[src/rtl/cpu_defs.sv]
// Shared datapath defaults for the register file, ALU units and decoder.
// Also holds the read-port state encoding.
package cpu_defs;

    localparam int DATA_W   = 8;
    localparam int ADDR_W   = 3;
    localparam int NUM_REGS = 8;

    typedef enum logic {
        RD_IDLE  = 1'b0,
        RD_VALID = 1'b1
    } rd_state_e;

endpackage

[src/rtl/reg_read_port.sv]
// One registered read port with write-through bypass.
// Instantiated once per ALU operand.
module reg_read_port
    import cpu_defs::*;
#(
    parameter int DATA_W   = cpu_defs::DATA_W,
    parameter int ADDR_W   = cpu_defs::ADDR_W,
    parameter int NUM_REGS = cpu_defs::NUM_REGS
) (
    input  logic                               clk,
    input  logic                               rst_n,
    input  logic                               hold,
    input  logic                               we,
    input  logic [ADDR_W-1:0]                  waddr,
    input  logic [DATA_W-1:0]                  wdata,
    input  logic [ADDR_W-1:0]                  raddr,
    input  logic [NUM_REGS-1:0][DATA_W-1:0]    regs,
    output logic [DATA_W-1:0]                  rdata
);

    logic [DATA_W-1:0] rd_next;

    // Pick the value to capture: same-edge write wins over stored data
    always_comb begin
        rd_next = regs[raddr];
        if (we && (waddr == raddr)) begin
            rd_next = wdata;
        end
    end

    // Output register, frozen while the pipeline is stalled
    always_ff @(posedge clk or negedge rst_n) begin
        if (!rst_n) begin
            rdata <= '0;
        end else if (!hold) begin
            rdata <= rd_next;
        end
    end

endmodule

[src/rtl/reg_file_8x8.sv]
// Eight-entry operand register file feeding the ALU units.
// Owns storage, write-back, the written mask and the read-valid state.
module reg_file_8x8
    import cpu_defs::*;
#(
    parameter int DATA_W   = cpu_defs::DATA_W,
    parameter int ADDR_W   = cpu_defs::ADDR_W,
    parameter int NUM_REGS = cpu_defs::NUM_REGS
) (
    input  logic                      CLK,
    input  logic                      RESETN,
    input  logic                      WRITEENABLE,
    input  logic [ADDR_W-1:0]         WRITEREG,
    input  logic signed [DATA_W-1:0]  WRITEDATA,
    input  logic [ADDR_W-1:0]         READREG1,
    input  logic [ADDR_W-1:0]         READREG2,
    input  logic                      HOLD,
    output logic signed [DATA_W-1:0]  REGOUT1,
    output logic signed [DATA_W-1:0]  REGOUT2,
    output logic                      OUTVALID,
    output logic [NUM_REGS-1:0]       WRITTEN
);

    logic [NUM_REGS-1:0][DATA_W-1:0] regs;
    logic [DATA_W-1:0]               rd1;
    logic [DATA_W-1:0]               rd2;
    rd_state_e                       state_q;
    rd_state_e                       state_d;

    // Storage write-back; reset drops any in-flight write
    always_ff @(posedge CLK or negedge RESETN) begin
        if (!RESETN) begin
            regs <= '0;
        end else if (WRITEENABLE) begin
            regs[WRITEREG] <= WRITEDATA;
        end
    end

    // Sticky per-register written flags
    always_ff @(posedge CLK or negedge RESETN) begin
        if (!RESETN) begin
            WRITTEN <= '0;
        end else if (WRITEENABLE) begin
            WRITTEN[WRITEREG] <= 1'b1;
        end
    end

    // Read-valid state register
    always_ff @(posedge CLK or negedge RESETN) begin
        if (!RESETN) begin
            state_q <= RD_IDLE;
        end else begin
            state_q <= state_d;
        end
    end

    // Leave IDLE on the first unstalled edge; only reset returns
    always_comb begin
        state_d = state_q;
        unique case (state_q)
            RD_IDLE:  if (!HOLD) state_d = RD_VALID;
            RD_VALID: state_d = RD_VALID;
            default:  state_d = RD_IDLE;
        endcase
    end

    assign OUTVALID = (state_q == RD_VALID);

    reg_read_port #(
        .DATA_W   (DATA_W),
        .ADDR_W   (ADDR_W),
        .NUM_REGS (NUM_REGS)
    ) u_port_a (
        .clk   (CLK),
        .rst_n (RESETN),
        .hold  (HOLD),
        .we    (WRITEENABLE),
        .waddr (WRITEREG),
        .wdata (WRITEDATA),
        .raddr (READREG1),
        .regs  (regs),
        .rdata (rd1)
    );

    reg_read_port #(
        .DATA_W   (DATA_W),
        .ADDR_W   (ADDR_W),
        .NUM_REGS (NUM_REGS)
    ) u_port_b (
        .clk   (CLK),
        .rst_n (RESETN),
        .hold  (HOLD),
        .we    (WRITEENABLE),
        .waddr (WRITEREG),
        .wdata (WRITEDATA),
        .raddr (READREG2),
        .regs  (regs),
        .rdata (rd2)
    );

    assign REGOUT1 = rd1;
    assign REGOUT2 = rd2;

endmodule

[config.mk]
export PLATFORM = sky130hd
export DESIGN_NAME = reg_file_8x8
export DESIGN_NICKNAME = d
export VERILOG_FILES = /design/src/rtl/cpu_defs.sv /design/src/rtl/reg_read_port.sv /design/src/rtl/reg_file_8x8.sv
export SDC_FILE = /design/constraint.sdc
export NUM_CORES = 1
export LEC_CHECK = 0
export ABC_AREA = 0
export ABC_CLOCK_PERIOD_IN_PS = 2200
export BUFFER_PORTS_ARGS = -buffer_cell sky130_fd_sc_hd__buf_2
export CORE_UTILIZATION = 40
export CTS_BUF_LIST = sky130_fd_sc_hd__clkbuf_4
export CTS_CLUSTER_SIZE = 30
export DETAILED_ROUTE_END_ITERATION = 16
export GPL_ROUTABILITY_DRIVEN = 0
export GPL_TIMING_DRIVEN = 1
export PLACE_DENSITY_LB_ADDON = 0.2
export SLEW_MARGIN = 10
export SYNTH_ARGS = -nofsm -noshare
export SYNTH_HDL_FRONTEND = slang
export SYNTH_SLANG_ARGS = --single-unit
[constraint.sdc]
create_clock -name CLK -period 2.2 [get_ports CLK]
set_clock_uncertainty 0.1 [all_clocks]
set_input_delay 0.33 -clock CLK [delete_from_list [all_inputs] [get_ports CLK]]
set_output_delay 0.33 -clock CLK [all_outputs]
set_load 0.01 [all_outputs]
==> out/qor.yml <==
status: "finished, final reports clean"
p_leak_nw: 2.24
synth_cells: 323
final_common_cell: "dfrtp_1"
viasPerCell: 5.52
first_global_vias: 2792
diodes: 0
worstHoldPathCells: 2
num_rows: 38
drcViolationCount: 0
fin_crit_sh: 0.691
wl_per_cell_um: 19.2
drtPass1Iterations: 5
power_density_mw_per_mm2: 814
ff2ff_path_depth: 3
cts-resized-gates: 0
fin_total_pwr_mw: 4.05
reg2reg_from: "regs[14]$_DFFE_PN0P_"
tns_ns: 0
worst_ep_arrival_time_ns: 1.73
ys_seq_elements: 89
fmax_mhz: 658
vias: 2824
finalSetupViolations: 0
synth.area.top_cells: "dfrtp_1 50%, mux4_1 18%, mux2_2 8.0%, nand2_1 4.1%, mux2i_1 3.6%"
ant_nets: 0
slowest_stage: "mux4_1"
clock-sinks: 89
seq_area_sq_mm: 0.00223
clk_pin_slew_ns: 0.15
min_to: "regs[21]$_DFFE_PN0P_"
htreeDepth: 3
most-common-layout-cells: "89 x dfrtp_1, 49 x nand2_1, 44 x buf_2"
post-place-cells: 495
drv_slew: 0
grt_pass1_wl_um: 15800
layoutNonFillerInstCount: 512
tightest_slew_ns: 0.539
io-pin-count: 46
layout-drive-gt1-share: 0.296
antenna_found_initial: 0
ys_seq_area_frac: 0.496
dieArea_sq_mm: 0.0117
clkLatencyLatePin_ns: 0.45
coreArea_sq_mm: 0.0109
grt_start_max_net_pins: 61
hp-class: "input port to flop"
drv_cap: 0
critical_path_required_ns: 2.41
syn-cell-area_sq_mm: 0.00449
clk_path_buf_depth: 2
multi_input_area_sq_mm: 0.00210
synth_cell_types: 25
worstPathCellList: "mux4_1, mux2i_1, o221ai_1"
grt_setup_unrepaired: "false"
utilization: 0.457
cts-buffers-inserted: 9
die_h_um: 108
n_fill_cell: 992
ys.flop_type: "dfrtp_1"
nNetsFinal: 388
synth.largest_area_cell: "dfrtp_1"
r2r-end: "u_port_a.rdata[6]$_DFFE_PN0N_"
cpPeakStageDelay_ns: 0.53
cts-root-buf: "clkbuf_4"
wl_um: 9810
synth_top_cell_area_share: 0.496
crit_path_end_kind: "flop"
period_minus_slack_ns: 1.52
cp_max_fo: 3
syn_area_per_cell_sq_um: 13.9
startpoint_type: "flop"
start_util: 0.413
synth_edf_count: 0
finalHoldViolCount: 0
fp.dieW_um: 108
portBuffers: 45
ys.warnings.count: 0
ir_drop_mv: 0.247
async_flop_share: 1.00
drtIter0Drc: 146
syn2layout_area_growth_pct: 10.8
grt_use_total: 0.183
r2r_setup_slack_ns: 0.68
dp_hpwl_um: 7160
worstHoldStart: "WRITEDATA[5]"
grt_overflow: 0
cts_tree: "yes"
synthesis.nets: 344
path_class: "flop to flop"
cp-startpoint: "regs[14]$_DFFE_PN0P_"
max_slew_margin: 0.640
[synthesized netlist by cell type, types with 2 or more instances]
cell type  number
a41o_1          2
buf_12          2
buf_2           9
buf_6           2
clkbuf_1        6
dfrtp_1        89
inv_1           8
mux2_2         32
mux2i_1        16
mux4_1         31
nand2_1        49
nand2b_1        5
nand4_1         3
nand4b_1        3
nor3b_4         2
o21ai_0        32
o221ai_1       16
or2_2           4
xnor2_1         6
[how the worst max path moves through the flow]
stage | end | slack, ns | depth (start not counted)
after floorplan | regs[16]$_DFFE_PN0P_ | 0.60 | 4
after global placement | u_port_a.rdata[7]$_DFFE_PN0N_ | 0.25 | 4
after detailed placement | u_port_a.rdata[6]$_DFFE_PN0N_ | 0.25 | 4
after CTS | u_port_a.rdata[6]$_DFFE_PN0N_ | 0.69 | 3
after global routing | u_port_a.rdata[3]$_DFFE_PN0N_ | 0.60 | 3
final | u_port_a.rdata[6]$_DFFE_PN0N_ | 0.68 | 3
[state kept, by name, summed over array words and instances (netlist names)]
register,cells
u_port_a.rdata,8
WRITTEN,8
OUTVALID,1
regs,64
u_port_b.rdata,8
[power breakdown]
part           internal [mW]  leakage (nW)  total, mW  switching, mW
logic                  0.515          1.09      0.904          0.389
clock network          0.363        0.0766      0.944          0.581
registers               1.95          1.07       2.20          0.251
[metal layers]
metal,track usage,wire length (um),share of wire,up-vias
met3,0.0344,472,0.048,11
met1,0.280,5040,0.51,1408
met4,0.0656,126,0.013,0
met2,0.259,4180,0.43,76
li1,-,-,-,1329
met5,0,0,0,-
[repair_timing]
action / 4_1_cts / 5_1_grt
hold buffers: 1 / 0
setup buffers: 0 / 0
hold endpoints to repair: 29 / 0
[cells by family after synthesis]
kind of cell,share of synthesized area
AO/OA/AOI/OAI,0.0713
AND/OR/NAND/NOR,0.0821
multiplexers,0.302
buffers and inverters,0.0373
flip-flops,0.496
XOR/XNOR,0.0117
[stage by stage]
stage	area, sq um	hold slack [ns]	setup slack [ns]
2_1_floorplan	4490	-0.0656	0.597
3_3_place_gp	4820	0.188	0.249
3_5_place_dp	4820	0.191	0.254
4_1_cts	4980	0.0375	0.687
5_1_grt	4980	0.0297	0.598
6_report	4980	0.0638	0.680
[final cells by class]
cell class / instances / share of cell area
Multi-Input combinational cell: 206 / 0.422
Inverter: 8 / 0.00603
Sequential cell: 89 / 0.447
Clock inverter: 6 / 0.0138
Tap cell: 140 / 0.0352
Clock buffer: 10 / 0.0151
Timing Repair Buffer: 53 / 0.0608
[worst max-delay path, delay by kind of cell (launching register included)]
kind / cells / cell delay (ns)
muxes: 2 / 0.72
DFF: 1 / 0.43
AOI/OAI and AO/OA: 1 / 0.14
No activity file was read; power rests on OpenSTA's default activity.
